File: src/rtl/cpu_run_ctrl_pkg.sv
// Shared types for the CPU run/stall/pipeline-reset controller.
package cpu_run_ctrl_pkg;

    localparam int RUN_STATE_W = 3;

    typedef enum logic [RUN_STATE_W-1:0] {
        ST_IDLE  = 3'd0,
        ST_PEND  = 3'd1,
        ST_RUN   = 3'd2,
        ST_STEP  = 3'd3,
        ST_DRAIN = 3'd4
    } run_state_e;

    // States in which the pipeline is allowed to issue.
    function automatic logic is_active(input run_state_e s);
        return (s == ST_RUN) || (s == ST_STEP);
    endfunction

endpackage

File: src/rtl/cpu_shift_chain.sv
// 1-bit shift register with asynchronous reset to a chosen value; q[0] is the first stage.
module cpu_shift_chain #(
    parameter int   DEPTH = 4,
    parameter logic INIT  = 1'b0
) (
    input  logic             clk,
    input  logic             rst,
    input  logic             din,
    output logic [DEPTH-1:0] q
);

    logic [DEPTH-1:0] q_q, q_d;

    always_comb begin
        q_d    = q_q;
        q_d[0] = din;
        for (int i = 1; i < DEPTH; i++) begin
            q_d[i] = q_q[i-1];
        end
    end

    always_ff @(posedge clk or posedge rst) begin
        if (rst) q_q <= {DEPTH{INIT}};
        else     q_q <= q_d;
    end

    assign q = q_q;

endmodule

File: src/rtl/cpu_run_ctrl.sv
// Run/stall/pipeline-reset controller: host command FSM, single-step and drain counters,
// run-cycle counter and per-stage stall/flush vectors for an N-stage pipeline.
module cpu_run_ctrl
    import cpu_run_ctrl_pkg::*;
#(
    parameter int                 NUM_STAGES  = 5,
    parameter int                 NUM_SRC     = 2,
    parameter logic [NUM_SRC-1:0] FREEZE_MASK = '1,
    parameter int                 STEP_W      = 16,
    parameter int                 CNT_W       = 32
) (
    input  logic                   clk,
    input  logic                   rst,
    input  logic                   init_calib_complete,
    input  logic                   cpu_start,
    input  logic                   quit_cmd,
    input  logic                   step_cmd,
    input  logic [STEP_W-1:0]      step_num,
    input  logic [NUM_SRC-1:0]     stall_req,
    input  logic                   cnt_clr,
    output logic                   pc_start,
    output logic                   stall,
    output logic [NUM_STAGES-1:0]  stall_stg,
    output logic                   stall_1shot,
    output logic [NUM_STAGES-1:0]  rst_pipe,
    output logic [RUN_STATE_W-1:0] run_state,
    output logic                   step_done,
    output logic [CNT_W-1:0]       run_cnt
);

    localparam int DRN_W = $clog2(NUM_STAGES + 1);

    run_state_e        state_q, state_d;
    logic [STEP_W-1:0] step_cnt_q, step_cnt_d;
    logic [DRN_W-1:0]  drain_cnt_q, drain_cnt_d;
    logic [CNT_W-1:0]  run_cnt_q, run_cnt_d;
    logic              pc_start_q, pc_start_d;

    logic                  active, stall_i, freeze, flush_req, step_done_i;
    logic [NUM_STAGES-2:0] dly;

    assign active  = is_active(state_q);
    assign stall_i = !active || (|stall_req);
    assign freeze  = |(stall_req & FREEZE_MASK);

    always_comb begin
        state_d     = state_q;
        step_cnt_d  = step_cnt_q;
        drain_cnt_d = drain_cnt_q;
        flush_req   = 1'b0;
        step_done_i = 1'b0;
        case (state_q)
            ST_IDLE: begin
                if (!quit_cmd) begin
                    if (cpu_start) begin
                        if (init_calib_complete) begin
                            state_d   = ST_RUN;
                            flush_req = 1'b1;
                        end else begin
                            state_d = ST_PEND;
                        end
                    end else if (step_cmd && init_calib_complete) begin
                        state_d    = ST_STEP;
                        flush_req  = 1'b1;
                        step_cnt_d = (step_num == '0) ? STEP_W'(1) : step_num;
                    end
                end
            end
            ST_PEND: begin
                // The flush for a deferred start goes out together with pc_start.
                if (quit_cmd) begin
                    state_d = ST_IDLE;
                end else if (init_calib_complete) begin
                    state_d   = ST_RUN;
                    flush_req = 1'b1;
                end
            end
            ST_RUN: begin
                if (quit_cmd) begin
                    state_d     = ST_DRAIN;
                    flush_req   = 1'b1;
                    drain_cnt_d = DRN_W'(NUM_STAGES - 1);
                end else if (!init_calib_complete) begin
                    state_d = ST_IDLE;
                end
            end
            ST_STEP: begin
                if (quit_cmd) begin
                    state_d     = ST_DRAIN;
                    flush_req   = 1'b1;
                    drain_cnt_d = DRN_W'(NUM_STAGES - 1);
                end else if (!init_calib_complete) begin
                    state_d = ST_IDLE;
                end else if (!stall_i) begin
                    if (step_cnt_q == STEP_W'(1)) begin
                        state_d     = ST_DRAIN;
                        drain_cnt_d = DRN_W'(NUM_STAGES - 1);
                        step_done_i = 1'b1;
                    end else begin
                        step_cnt_d = step_cnt_q - STEP_W'(1);
                    end
                end
            end
            ST_DRAIN: begin
                if (drain_cnt_q == '0) state_d = ST_IDLE;
                else                   drain_cnt_d = drain_cnt_q - DRN_W'(1);
            end
            default: state_d = ST_IDLE;
        endcase
    end

    always_comb begin
        pc_start_d = is_active(state_d) && !is_active(state_q);
        run_cnt_d  = run_cnt_q;
        if (cnt_clr)                 run_cnt_d = '0;
        else if (active && !stall_i) run_cnt_d = run_cnt_q + CNT_W'(1);
    end

    always_ff @(posedge clk or posedge rst) begin
        if (rst) begin
            state_q     <= ST_IDLE;
            step_cnt_q  <= '0;
            drain_cnt_q <= '0;
            run_cnt_q   <= '0;
            pc_start_q  <= 1'b0;
        end else begin
            state_q     <= state_d;
            step_cnt_q  <= step_cnt_d;
            drain_cnt_q <= drain_cnt_d;
            run_cnt_q   <= run_cnt_d;
            pc_start_q  <= pc_start_d;
        end
    end

    // dly[k-1] is stall delayed by k cycles; resets high so the pipe starts fully held.
    cpu_shift_chain #(.DEPTH(NUM_STAGES - 1), .INIT(1'b1)) u_stall_dly (
        .clk (clk),
        .rst (rst),
        .din (stall_i),
        .q   (dly)
    );

    cpu_shift_chain #(.DEPTH(NUM_STAGES), .INIT(1'b0)) u_flush (
        .clk (clk),
        .rst (rst),
        .din (flush_req),
        .q   (rst_pipe)
    );

    // A drain-forward stall reaches stage i only after stall has been high for i cycles.
    always_comb begin : p_stg
        logic acc;
        acc          = stall_i;
        stall_stg    = '0;
        stall_stg[0] = stall_i;
        for (int i = 1; i < NUM_STAGES; i++) begin
            acc          = acc & dly[i-1];
            stall_stg[i] = freeze | acc;
        end
    end

    assign stall       = stall_i;
    assign stall_1shot = stall_i & ~dly[0];
    assign pc_start    = pc_start_q;
    assign run_state   = state_q;
    assign step_done   = step_done_i;
    assign run_cnt     = run_cnt_q;

endmodule

File: config.mk
export PLATFORM = sky130hd
export DESIGN_NAME = cpu_run_ctrl
export DESIGN_NICKNAME = d
export VERILOG_FILES = /design/src/rtl/cpu_run_ctrl_pkg.sv /design/src/rtl/cpu_shift_chain.sv /design/src/rtl/cpu_run_ctrl.sv
export SDC_FILE = /design/constraint.sdc
export NUM_CORES = 1
export LEC_CHECK = 0
export CAP_MARGIN = 20
export CORE_MARGIN = 8
export CORE_UTILIZATION = 45
export DETAILED_ROUTE_END_ITERATION = 8
export DONT_BUFFER_PORTS = 1
export SETUP_SLACK_MARGIN = 0.3
export SYNTH_ARGS = -nofsm -noshare
export SYNTH_HDL_FRONTEND = slang
export SYNTH_SLANG_ARGS = --single-unit
File: constraint.sdc
create_clock -name clk -period 5.6 [get_ports clk]
set_input_delay 1.4 -clock clk [delete_from_list [all_inputs] [get_ports clk]]
set_output_delay 1.4 -clock clk [all_outputs]
set_load 0.03 [all_outputs]
==> flow_summary.ini <==
[clock_tree]
cts_tree = built
post_cts_resized = 0
numCtsBuffers = 9
h-tree-depth = 3
hold_buffers = 0
clkTransAtPathRegs_ps = 70
insertion_delay_ps = 330
cts_root_buf = clkbuf_8
cts_max_path_buffers = 2
postCtsSetupRepairBufs = 0
clock-sinks = 64

[flow_run]
cap_violations = 0

[synth]
synthTopCellsByCount = 60 x dfrtp_1, 39 x nand2_1, 27 x a21oi_1
synthSimpleGateAreaFrac_pct = 27.5
synth_area_um2 = 3650
synth_top_family_by_area = simple AND/OR/NAND/NOR gates
ys_async_sr_fraction_pct = 100
synth_top_area_share_pct = 41.1
synth_fa_ha_area_share_pct = 1.71
synth_xor_area_share_pct = 2.40
synthCells = 397
synth_warnings = 0
synth.top_cells.by_area = dfrtp_1 41%, nand2_1 4.0%, a21oi_1 3.7%, nand3_1 3.2%, or4_1 3.1%
yosysMostFrequentCell = dfrtp_1
ys_seq_area_share_pct = 44.0
ys_seq_elements = 64
synth_edf_count = 0
synth_cell_types = 57
synth_ff_type = dfrtp_1
synthMuxAreaShare_pct = 2.37
yosysTopAreaCell = dfrtp_1
synth_compound_area_share_pct = 17.9
avgSynthCellArea_um2 = 9.19
syn_nets = 427

[global_routing]
grt_pass1_wl_um = 15600
antenna_found_initial = 0
grt_max_degree = 51
grt-ovfl-total = 0
grt_use_total_pct = 16.8
first_global_vias = 2960

[setup_path]
crit_path_max_fanout = 12
critPathRequiredTime_ps = 4200
reg2reg_depth = 5
startpoint_type = input port
end_kind = output pin
crit_arrival_ps = 2800
worstSetupPathType = input port to output pin

[drt]
vias = 3127
first_pass_iters = 4
drc = 0
drtAntennaViolNets = 0
via_per_inst = 6.25
drt_iter0_drc = 216
wirelength_um = 9400
wire_per_inst_um = 18.8

[power_and_ir_drop]
power_leakage_nw = 1.53
ir_drop_v = 0.000183
p_per_area_nw_per_um2 = 353

[timing]
rsz0062_at_grt = no
hold_viol_final = 0
period_needed_ps = 4200
fin_setup_tns_ps = 0
setup_viol = 0
finClkSkew_ps = 8.67
relSlewSlack_pct = 37.3
finalMaxSlewViolations = 0
max_freq_mhz = 238
finalCritPeriodShare_pct = 74.9
tightest_slew_ps = 931

[place]
place_inst = 483
port_buffers = 0
place_area_um2 = 3710
gp_congestion = 0.807
dp_hpwl_um = 6630

[min_path]
min_delay_path_depth = 0
hold_class = flop to flop

[cells_and_area]
nets = 420
syn_to_final_growth_pct = 7.44
drive_gt1_share_pct = 8.86
finalInstanceArea_um2 = 3920
antennaDiodeCount = 0
layout.cells.non_filler = 500

[floorplan]
num_rows = 33
core_um2 = 8050
die_area_um2 = 11200
io_pins = 74
die_w_um = 106
floorplan.initialDensity_pct = 45.3
die_y_um = 106

[outcome]
status = finished clean
routing by layer:
metal | up-vias | track usage [%] | share of wire, %
met5 | - | 0 | 0
li1 | 1502 | - | -
met3 | 6 | 5.14 | 7.6
met1 | 1514 | 23.2 | 47
met2 | 105 | 24.2 | 44
met4 | 0 | 6.23 | 0.63
placed cells by master (no fill, tap or decap), types with 11 or more instances in the layout:
master     n
dfrtp_1   60
nand2_1   39
a21oi_1   27
nor2_1    26
nand3_1   23
or4_1     15
inv_1     12
o31ai_1   12
nor4_1    11
and4_1    11
o21ai_0   11
clkbuf_8  11
cells by family after synthesis:
group,Yosys count
AOI/OAI and AO/OA,96
xor gates and xnor gates,10
adders and majority gates,5
buffers and inverters,36
DFF,64
muxes,8
and+or+nand+nor,178
flip-flops by register name, indices dropped and copies added (netlist names):
register       flops
run_state          3
drain_cnt_q        3
u_flush.q          5
u_stall_dly.q      4
step_cnt_q        16
run_cnt           32
pc_start           1
stage by stage:
| step | setup slack, ps | utilization (%) | hold WS [ps] | total power, mW |
|---|---|---|---|---|
| global route | 1260 | 48.7 | 372 | 1.47 |
| detailed placement | 1390 | 46.0 | 357 | 0.987 |
| global placement | 1410 | 46.0 | 356 | 0.975 |
| CTS | 1390 | 48.6 | 365 | 1.40 |
| finish | 1400 | 48.7 | 364 | 1.38 |
| floorplan | 1610 | - | 351 | 0.917 |
worst max-delay path, cell delays in order:
cell	delay (ps)
nor4b_4	560
inv_4	250
nor2_1	180
and4_1	410
where the power goes:
| part | leakage, nW | internal (mW) | total (mW) | switching [mW] |
|---|---|---|---|---|
| Combinational | 0.599 | 0.124 | 0.270 | 0.146 |
| Clock | 0.101 | 0.228 | 0.407 | 0.178 |
| Sequential | 0.826 | 0.550 | 0.708 | 0.158 |
| Total | 1.53 | 0.902 | 1.38 | 0.482 |
area by class of cell:
type	instances	area [um2]
sequential	64	1610
tap	105	131
clock inverter	5	55.1
timing repair buffer	4	30.0
clock buffer	11	151
fill	775	4130
multi-input combinational	297	1890
inverter	14	55.1
path summary, 6_finish.rpt:
path	to	start	slack, ps
max in group asynchronous	drain_cnt_q[1]$_DFFE_PP0P_	rst	3740
min reg2reg	u_stall_dly.q[2]$_DFF_PP1_	u_stall_dly.q[1]$_DFF_PP1_	360
max reg2reg	run_cnt[31]$_DFFE_PP0P_	run_state[1]$_DFF_PP0_	2570
min	u_stall_dly.q[2]$_DFF_PP1_	u_stall_dly.q[1]$_DFF_PP1_	360
max	step_done	stall_req[1]	1400
min in group asynchronous	run_cnt[10]$_DFFE_PP0P_	rst	910
Power figures use the tool's default switching activity.
